--- config.mk ---
export PLATFORM = sky130hd
export DESIGN_NAME = pid_sample_sequencer
export DESIGN_NICKNAME = d
export VERILOG_FILES = /design/src/rtl/fridge_ctrl_pkg.sv /design/src/rtl/sample_timer.sv /design/src/rtl/pid_sample_sequencer.sv
export SDC_FILE = /design/constraint.sdc
export NUM_CORES = 1
export LEC_CHECK = 0
export BUFFER_PORTS_ARGS = -buffer_cell sky130_fd_sc_hd__buf_4
export CORE_MARGIN = 2
export CORE_UTILIZATION = 45
export CTS_BUF_LIST = sky130_fd_sc_hd__clkbuf_2 sky130_fd_sc_hd__clkbuf_4 sky130_fd_sc_hd__clkbuf_8
export DETAILED_ROUTE_END_ITERATION = 8
export MAX_ROUTING_LAYER = met4
export PLACE_DENSITY = 0.7
export SYNTH_ARGS = -nofsm -noshare
export SYNTH_HDL_FRONTEND = slang
export SYNTH_SLANG_ARGS = --single-unit
--- constraint.sdc ---
create_clock -name clk -period 8.2 [get_ports clk]
set_input_delay 1.64 -clock clk [delete_from_list [all_inputs] [get_ports clk]]
set_output_delay 1.64 -clock clk [all_outputs]
set_load 0.01 [all_outputs]
--- src/rtl/fridge_ctrl_pkg.sv ---
// Shared types and helpers for the fridge PID control slice.
// Holds the fixed-point width, sequencer state encoding and the duty clamp.
package fridge_ctrl_pkg;

    localparam int Q8_8_W = 16;

    localparam logic signed [Q8_8_W-1:0] DUTY_SAFE = 16'sh0000;

    typedef enum logic [2:0] {
        IDLE    = 3'd0,
        REQ     = 3'd1,
        COMPUTE = 3'd2,
        SETTLE  = 3'd3,
        CAPTURE = 3'd4,
        FAULT   = 3'd5
    } seq_state_t;

    // Signed saturation of a Q8.8 value into [lo, hi].
    function automatic logic [Q8_8_W-1:0] clamp_q8_8(
        input logic signed [Q8_8_W-1:0] v,
        input logic signed [Q8_8_W-1:0] lo,
        input logic signed [Q8_8_W-1:0] hi
    );
        if (v < lo) begin
            return lo;
        end else if (v > hi) begin
            return hi;
        end else begin
            return v;
        end
    endfunction

endpackage

--- src/rtl/sample_timer.sv ---
// Sample-rate prescaler: counts 0..SAMPLE_DIV-1 while run is high and
// emits a one-cycle tick on the terminal count; parked at zero otherwise.
module sample_timer #(
    parameter int SAMPLE_DIV = 1000
) (
    input  logic clk,
    input  logic rst,
    input  logic run,
    output logic tick
);

    localparam int CW = (SAMPLE_DIV > 1) ? $clog2(SAMPLE_DIV) : 1;
    localparam logic [CW-1:0] LAST = CW'(SAMPLE_DIV - 1);

    logic [CW-1:0] count;

    always_ff @(posedge clk or posedge rst) begin
        if (rst) begin
            count <= '0;
        end else if (!run) begin
            count <= '0;
        end else if (count == LAST) begin
            count <= '0;
        end else begin
            count <= count + 1'b1;
        end
    end

    assign tick = run && (count == LAST);

endmodule

--- src/rtl/pid_sample_sequencer.sv ---
// Sequences one PID sample per timer tick: fetch a sensor reading, strobe the
// PID with shadowed gains, then clamp and publish its output as compressor duty.
module pid_sample_sequencer
    import fridge_ctrl_pkg::*;
#(
    parameter int                         SAMPLE_DIV  = 1000,
    parameter int                         PID_LATENCY = 2,
    parameter int                         ACK_TIMEOUT = 255,
    parameter logic signed [Q8_8_W-1:0]   OUT_MIN     = 16'sh0000,
    parameter logic signed [Q8_8_W-1:0]   OUT_MAX     = 16'sh6400
) (
    input  logic              clk,
    input  logic              rst,
    input  logic              run,
    input  logic [Q8_8_W-1:0] cfg_setpoint,
    input  logic [Q8_8_W-1:0] cfg_kp,
    input  logic [Q8_8_W-1:0] cfg_ki,
    input  logic [Q8_8_W-1:0] cfg_kd,
    input  logic              cfg_update,
    output logic              sensor_req,
    input  logic              sensor_ack,
    input  logic [Q8_8_W-1:0] sensor_data,
    output logic              pid_enable,
    output logic [Q8_8_W-1:0] pid_setpoint,
    output logic [Q8_8_W-1:0] pid_feedback,
    output logic [Q8_8_W-1:0] pid_kp,
    output logic [Q8_8_W-1:0] pid_ki,
    output logic [Q8_8_W-1:0] pid_kd,
    input  logic [Q8_8_W-1:0] pid_output,
    output logic [Q8_8_W-1:0] duty,
    output logic              duty_valid,
    output logic              fault,
    output logic              overrun,
    input  logic              fault_clr,
    output logic [15:0]       sample_count,
    output seq_state_t        state_dbg
);

    localparam int TW = $clog2(ACK_TIMEOUT + 1);
    localparam int SW = (PID_LATENCY > 1) ? $clog2(PID_LATENCY + 1) : 1;
    localparam logic [TW-1:0] TO_LAST     = TW'(ACK_TIMEOUT - 1);
    localparam logic [SW-1:0] SETTLE_LAST = SW'(PID_LATENCY - 1);

    seq_state_t        state;
    seq_state_t        state_nxt;
    logic              tick;
    logic [TW-1:0]     to_cnt;
    logic [SW-1:0]     st_cnt;
    logic              pend;
    logic [Q8_8_W-1:0] pend_setpoint;
    logic [Q8_8_W-1:0] pend_kp;
    logic [Q8_8_W-1:0] pend_ki;
    logic [Q8_8_W-1:0] pend_kd;

    logic start;
    logic ack_ok;
    logic timeout;
    logic settle_done;
    logic overrun_evt;

    sample_timer #(
        .SAMPLE_DIV(SAMPLE_DIV)
    ) u_timer (
        .clk (clk),
        .rst (rst),
        .run (run),
        .tick(tick)
    );

    assign start       = (state == IDLE) && tick;
    assign overrun_evt = (state != IDLE) && tick;
    assign ack_ok      = (state == REQ) && sensor_ack;
    assign timeout     = (state == REQ) && !sensor_ack && (to_cnt == TO_LAST);
    assign settle_done = (state == SETTLE) && (st_cnt == SETTLE_LAST);
    assign state_dbg   = state;

    // Sensor handshake: sensor_req is high for every REQ cycle; a cycle with
    // sensor_req && sensor_ack transfers sensor_data, and req drops the cycle after.
    always_comb begin
        state_nxt  = state;
        sensor_req = 1'b0;
        pid_enable = 1'b0;
        case (state)
            IDLE: begin
                if (start) state_nxt = REQ;
            end
            REQ: begin
                sensor_req = 1'b1;
                if (ack_ok) begin
                    state_nxt = COMPUTE;
                end else if (timeout) begin
                    state_nxt = FAULT;
                end
            end
            COMPUTE: begin
                pid_enable = 1'b1;
                state_nxt  = SETTLE;
            end
            SETTLE: begin
                if (settle_done) state_nxt = CAPTURE;
            end
            CAPTURE: begin
                state_nxt = IDLE;
            end
            FAULT: begin
                if (fault_clr) state_nxt = IDLE;
            end
            default: begin
                state_nxt = IDLE;
            end
        endcase
    end

    always_ff @(posedge clk or posedge rst) begin
        if (rst) begin
            state  <= IDLE;
            to_cnt <= '0;
            st_cnt <= '0;
        end else begin
            state  <= state_nxt;
            to_cnt <= (state == REQ) ? to_cnt + 1'b1 : '0;
            st_cnt <= (state == SETTLE) ? st_cnt + 1'b1 : '0;
        end
    end

    // Gains only change at the start of a sequence so one sample never mixes sets.
    always_ff @(posedge clk or posedge rst) begin
        if (rst) begin
            pend          <= 1'b0;
            pend_setpoint <= '0;
            pend_kp       <= '0;
            pend_ki       <= '0;
            pend_kd       <= '0;
            pid_setpoint  <= '0;
            pid_kp        <= '0;
            pid_ki        <= '0;
            pid_kd        <= '0;
        end else begin
            if (cfg_update) begin
                pend_setpoint <= cfg_setpoint;
                pend_kp       <= cfg_kp;
                pend_ki       <= cfg_ki;
                pend_kd       <= cfg_kd;
            end
            if (start) begin
                pend <= 1'b0;
                if (cfg_update) begin
                    pid_setpoint <= cfg_setpoint;
                    pid_kp       <= cfg_kp;
                    pid_ki       <= cfg_ki;
                    pid_kd       <= cfg_kd;
                end else if (pend) begin
                    pid_setpoint <= pend_setpoint;
                    pid_kp       <= pend_kp;
                    pid_ki       <= pend_ki;
                    pid_kd       <= pend_kd;
                end
            end else if (cfg_update) begin
                pend <= 1'b1;
            end
        end
    end

    // duty and duty_valid are registered on the last SETTLE cycle so both are
    // visible together during CAPTURE.
    always_ff @(posedge clk or posedge rst) begin
        if (rst) begin
            pid_feedback <= '0;
            duty         <= DUTY_SAFE;
            duty_valid   <= 1'b0;
            sample_count <= '0;
            fault        <= 1'b0;
            overrun      <= 1'b0;
        end else begin
            if (ack_ok) begin
                pid_feedback <= sensor_data;
            end
            duty_valid <= settle_done || timeout;
            if (settle_done) begin
                duty         <= clamp_q8_8(pid_output, OUT_MIN, OUT_MAX);
                sample_count <= sample_count + 16'd1;
            end else if (timeout) begin
                duty <= OUT_MIN;
            end
            if (timeout) begin
                fault <= 1'b1;
            end else if (fault_clr) begin
                fault <= 1'b0;
            end
            if (overrun_evt) begin
                overrun <= 1'b1;
            end else if (fault_clr) begin
                overrun <= 1'b0;
            end
        end
    end

endmodule

Word-level counts from Yosys, hierarchy flattened --
Cells that the tools add are included.
Storage, ports and cells: bits in registers 203, output and inout port bits 120, word-level logic and storage cells 83
Cells by class: $add $sub $neg 4, order comparisons 2, eq/ne operators 11, muxes and demuxes 29, reductions and logical operators 18
Operators by type and width (count):
- 2-to-1 mux 16 bit | 12
- 2-to-1 mux 10 bit | 2
- adder 16 x 1 -> 16 bit (second input constant) | 1
- greater-than comparator 16 bit (second input constant) | 1
- < comparator 16 x 1 -> 1 bit (second input constant) | 1
- 2-to-1 mux 3 bit | 5
- case mux 3 bit (5 select lines) | 1
- adder 10 x 1 -> 10 bit (second input constant) | 1
- == test 10 bit (second input constant) | 1
- nonzero test 2 bit | 5
- adder 8 x 1 -> 8 bit (second input constant) | 1
- == test 8 bit (second input constant) | 1
- 2-to-1 mux 8 bit | 1
- logical AND 1 bit | 7
- 2-to-1 mux 1 bit | 7
- == test 3 x 2 -> 1 bit (second input constant) | 2
- != test 2 bit (second input constant) | 3
- AND reduction 4 bit | 1
- == test 3 x 1 -> 1 bit (second input constant) | 1
- == test 3 bit (second input constant) | 1
- logical NOT 3 bit | 1
- != test 3 bit (second input constant) | 1
- nonzero test 3 bit | 1
- adder 2 x 1 -> 2 bit (second input constant) | 1
- 5 further kinds | 5

Depth between registers and ports, before layout --
depth after elaboration 6, gate-level depth with buffers 8, mapped depth without buffers 6

By module --
A second synthesis with hierarchy kept.
Second synthesis, totals: cell total of the unflattened synthesis 556, area total of the unflattened synthesis 8016.4 um^2
Modules (own cells, without submodules):
- pid_sample_sequencer | times used 1, cells an instance 500, area each 7463.4 um^2, sequential area each 4804.6 um^2
- sample_timer | times used 1, cells an instance 56, area each 553.0 um^2, sequential area each 250.2 um^2

Worst setup path before layout --
Ideal clock, no wire load.
path type input to register, start input cfg_update, end register pid_setpoint[11], library setup time 125 ps, arrival 2900 ps, data required time 8075 ps, path slack 5175 ps, cell stages on the path 4, cell sequence clkbuf_1 clkbuf_1 mux2_2 mux2_2
On the way: word-level cells in the longest chain between the ends 2
RTL lines:
- start: declaration | line pid_sample_sequencer.sv:19 | input logic cfg_update,
- nonzero test 2 bit (no source line)
- AND reduction 2 bit (no source line)
- end signal: assignment | line pid_sample_sequencer.sv:148 | pid_setpoint <= cfg_setpoint;
- end signal: assignment | line pid_sample_sequencer.sv:153 | pid_setpoint <= pend_setpoint;
- end: declaration | line pid_sample_sequencer.sv:24 | output logic [Q8_8_W-1:0] pid_setpoint,
Parallel ways exist; a longest one is shown, timed or not. A chain may end at the register's enable or synchronous reset.

Worst setup path after layout --
start register state[0] (netlist: state_dbg[0]), end output sensor_req
On the way: word-level cells in the longest chain between the ends 2
RTL lines:
- start: declaration | line pid_sample_sequencer.sv:44 | seq_state_t state;
- start signal: assignment | line pid_sample_sequencer.sv:120 | state <= state_nxt;
- == test 3 x 1 -> 1 bit | line pid_sample_sequencer.sv:83 | case (state)
- 2-to-1 mux 1 bit | line pid_sample_sequencer.sv:83
- end: declaration | line pid_sample_sequencer.sv:20 | output logic sensor_req,
Every way passes these cells.

==> flow_summary.json <==
{
  "seq_area_frac_synth_pct": 64.1,
  "critPathKind": "reg2out",
  "start_kind": "flip-flop",
  "antenna_found_initial": 0,
  "fin_tns_setup_ns": 0,
  "ir_drop_v": 0.000157,
  "synthCells": 544,
  "grt_first_pass_wirelength_um": 26800,
  "ys_types": 41,
  "rsz0062_at_grt": "no",
  "period_needed_ns": 3.52,
  "grt_usage_pct": 18.6,
  "cap_violations": 0,
  "status": "completed",
  "grt_pass1_vias": 5465,
  "cts_buffers": 36,
  "cpMaxStageDelayCell": "or3b_1",
  "timing.fmax_ghz": 0.284,
  "crit_fanout": 11,
  "p_per_area_nw_per_um2": 251,
  "crit_path_start": "state_dbg[0]$_DFFE_PP0P_",
  "syn-num-nets": 651,
  "path_cells": "or3b_1 -> inv_1 -> buf_4",
  "cts_tree": "built",
  "die-area_um2": 18600,
  "synth_edf_count": 0,
  "routed-via-count": 5189,
  "ant_nets": 0,
  "cts_root_buffer": "clkbuf_8",
  "critical-path-max-stage-delay_ns": 0.55,
  "slew_viol_final": 0,
  "clk_pin_slew_worst_paths_ns": 0.06,
  "wl_per_cell_um": 16.1,
  "antennaDiodeCount": 0,
  "drt_wl_total_um": 16600,
  "area_growth_pct": 32.6,
  "start_util_pct": 45.8,
  "drt_iter0_markers": 168,
  "ctsResizeCount": 0,
  "arrival_ns": 1.88,
  "vias_per_cell": 5.03,
  "skew_ns": 0.0248,
  "port-buffer-count": 220,
  "die_y_um": 136,
  "crit_family": "simple AND/OR/NAND/NOR gates",
  "fin_cells": 1031,
  "critPathBufInv": 2,
  "yosysTopAreaCellShare_pct": 64.1,
  "max-slew-margin-rel_pct": 30.8,
  "synthFlopType": "dfrtp_1",
  "clock-sinks": 202,
  "dr.pass1.iters": 4,
  "hold_class": "reg2reg",
  "fp-row-count": 48,
  "post-cts-setup-buffers": 0,
  "die_w_um": 136,
  "mappedNetlistArea_um2": 7890,
  "yosys_warnings": 0,
  "final.period_utilization_pct": 43.0,
  "setup_violations": 0,
  "worstPathRequired_ns": 6.56,
  "clk_latency_ns": 0.51,
  "hold_violations": 0,
  "coreArea_um2": 17200,
  "nets": 889,
  "dp_hpwl_um": 11300,
  "gp_congestion": 0.800,
  "dp.cells": 969,
  "worstHoldStart": "st_cnt[0]$_DFF_PP0_",
  "tightest_slew_ns": 1.04,
  "cp-end-kind": "output pin",
  "synth-async-reset-ratio_pct": 100,
  "p_leak_uw": 0.00523,
  "syn_avg_cell_area_um2": 14.5,
  "htreeDepth": 2,
  "pin_count": 222,
  "worstReg2RegStart": "state_dbg[0]$_DFFE_PP0P_",
  "yosys.area.top_type": "dfrtp_1",
  "drive_gt1_share_pct": 53.7,
  "grt_max_degree": 118,
  "drc": 0,
  "synth_area_leaders": "dfrtp_1, mux2_2, xnor2_1, xor2_1, nor2_1",
  "post_cts_hold_buffer_count": 0,
  "ys_ff_latch": 202,
  "cts_buffer_depth": 3,
  "grt_overflow": 0
}
==> cells by family after synthesis <==
kind of cell | Yosys count | synth area share (%)
flip-flops | 202 | 64.1
multiplexers | 144 | 20.5
AND/OR/NAND/NOR | 102 | 6.68
buffers and inverters | 34 | 1.98
XOR/XNOR | 29 | 3.22
AO/OA/AOI/OAI | 27 | 2.68
adder cells (fa/ha/maj) | 5 | 0.793
other | 1 | 0.0475
==> placed cells by master, fill, tap and decap left out, types with 6 or more instances in the layout <==
cell type / n
xor2_1: 14
inv_1: 10
mux2_2: 144
clkbuf_8: 40
a22o_1: 12
clkbuf_4: 11
dfrtp_1: 202
nand2b_1: 6
xnor2_1: 15
clkinv_2: 7
nor3_1: 8
nand2_1: 17
buf_4: 223
nand3_1: 14
nor2_1: 28
==> Yosys cell counts (5+ instances only) <==
cell and count:
nand3_1 14, inv_1 11, a22o_1 12, nand4_1 5, nor4_1 5, nand2_1 17, buf_2 5, xor2_1 14
nor2_1 28, nor3_1 8, clkbuf_1 14, xnor2_1 15, dfrtp_1 202, ha_1 5, mux2_2 144, nand2b_1 6
==> area by class of cell <==
| class | count | area [µm²] |
|---|---|---|
| fillers | 1350 | 6780 |
| clock buffers | 51 | 633 |
| flip-flops and latches | 202 | 5050 |
| clock inverters | 11 | 87.6 |
| well taps | 225 | 282 |
| inverters | 11 | 48.8 |
| multi-input cells | 308 | 2680 |
| repair buffers | 223 | 1670 |
==> layer usage <==
| metal | global-route usage (%) | routed length [µm] | up-vias |
|---|---|---|---|
| li1 | - | - | 2405 |
| met1 | 23.2 | 6820 | 2585 |
| met2 | 29.3 | 8430 | 159 |
| met3 | 4.06 | 898 | 40 |
| met4 | 8.04 | 487 | 0 |
| met5 | - | 0 | - |
==> registers in the layout (all words and copies together) (netlist names) <==
signal	cells
pid_setpoint	16
to_cnt	8
fault	1
pid_ki	16
pend_setpoint	16
pend_kp	16
pend_ki	16
pend_kd	16
pid_kd	16
duty	15
u_timer.count	10
overrun	1
pend	1
duty_valid	1
pid_kp	16
pid_feedback	16
st_cnt	2
sample_count	16
state_dbg	3
==> power breakdown <==
group	total [µW]	internal [µW]	leakage [µW]	switching, µW
Combinational	499	279	0.00224	221
Sequential	1210	1130	0.00261	84.4
Clock	918	530	0.000380	388
==> stage by stage <==
stage / hold slack [ns] / total power (µW) / setup slack [ns] / util, % / instance area (µm²)
2_1_floorplan: 0.407 / 1490 / 1.05 / - / 7890
3_3_place_gp: 0.419 / 1710 / 4.56 / 56.5 / 9740
3_5_place_dp: 0.431 / 1730 / 4.51 / 56.5 / 9740
4_1_cts: 0.438 / 2670 / 4.66 / 60.7 / 10500
5_1_grt: 0.451 / 2780 / 4.57 / 60.7 / 10500
6_report: 0.432 / 2630 / 4.68 / 60.7 / 10500
==> final timing paths <==
kind,endpoint,slack (ns),cells past startpoint
worst max-delay path,sensor_req,4.68,3
max in group asynchronous,pend_kd[0]$_DFFE_PP0P_,5.34,3
worst min register to register,st_cnt[0]$_DFF_PP0_,0.43,1
min in group asynchronous,u_timer.count[4]$_DFF_PP0_,1.31,2
worst max register to register,duty[1]$_DFFE_PP0P_,5.65,4
worst min-delay path,st_cnt[0]$_DFF_PP0_,0.43,1
Note: power is estimated with default switching activity, not from simulation.
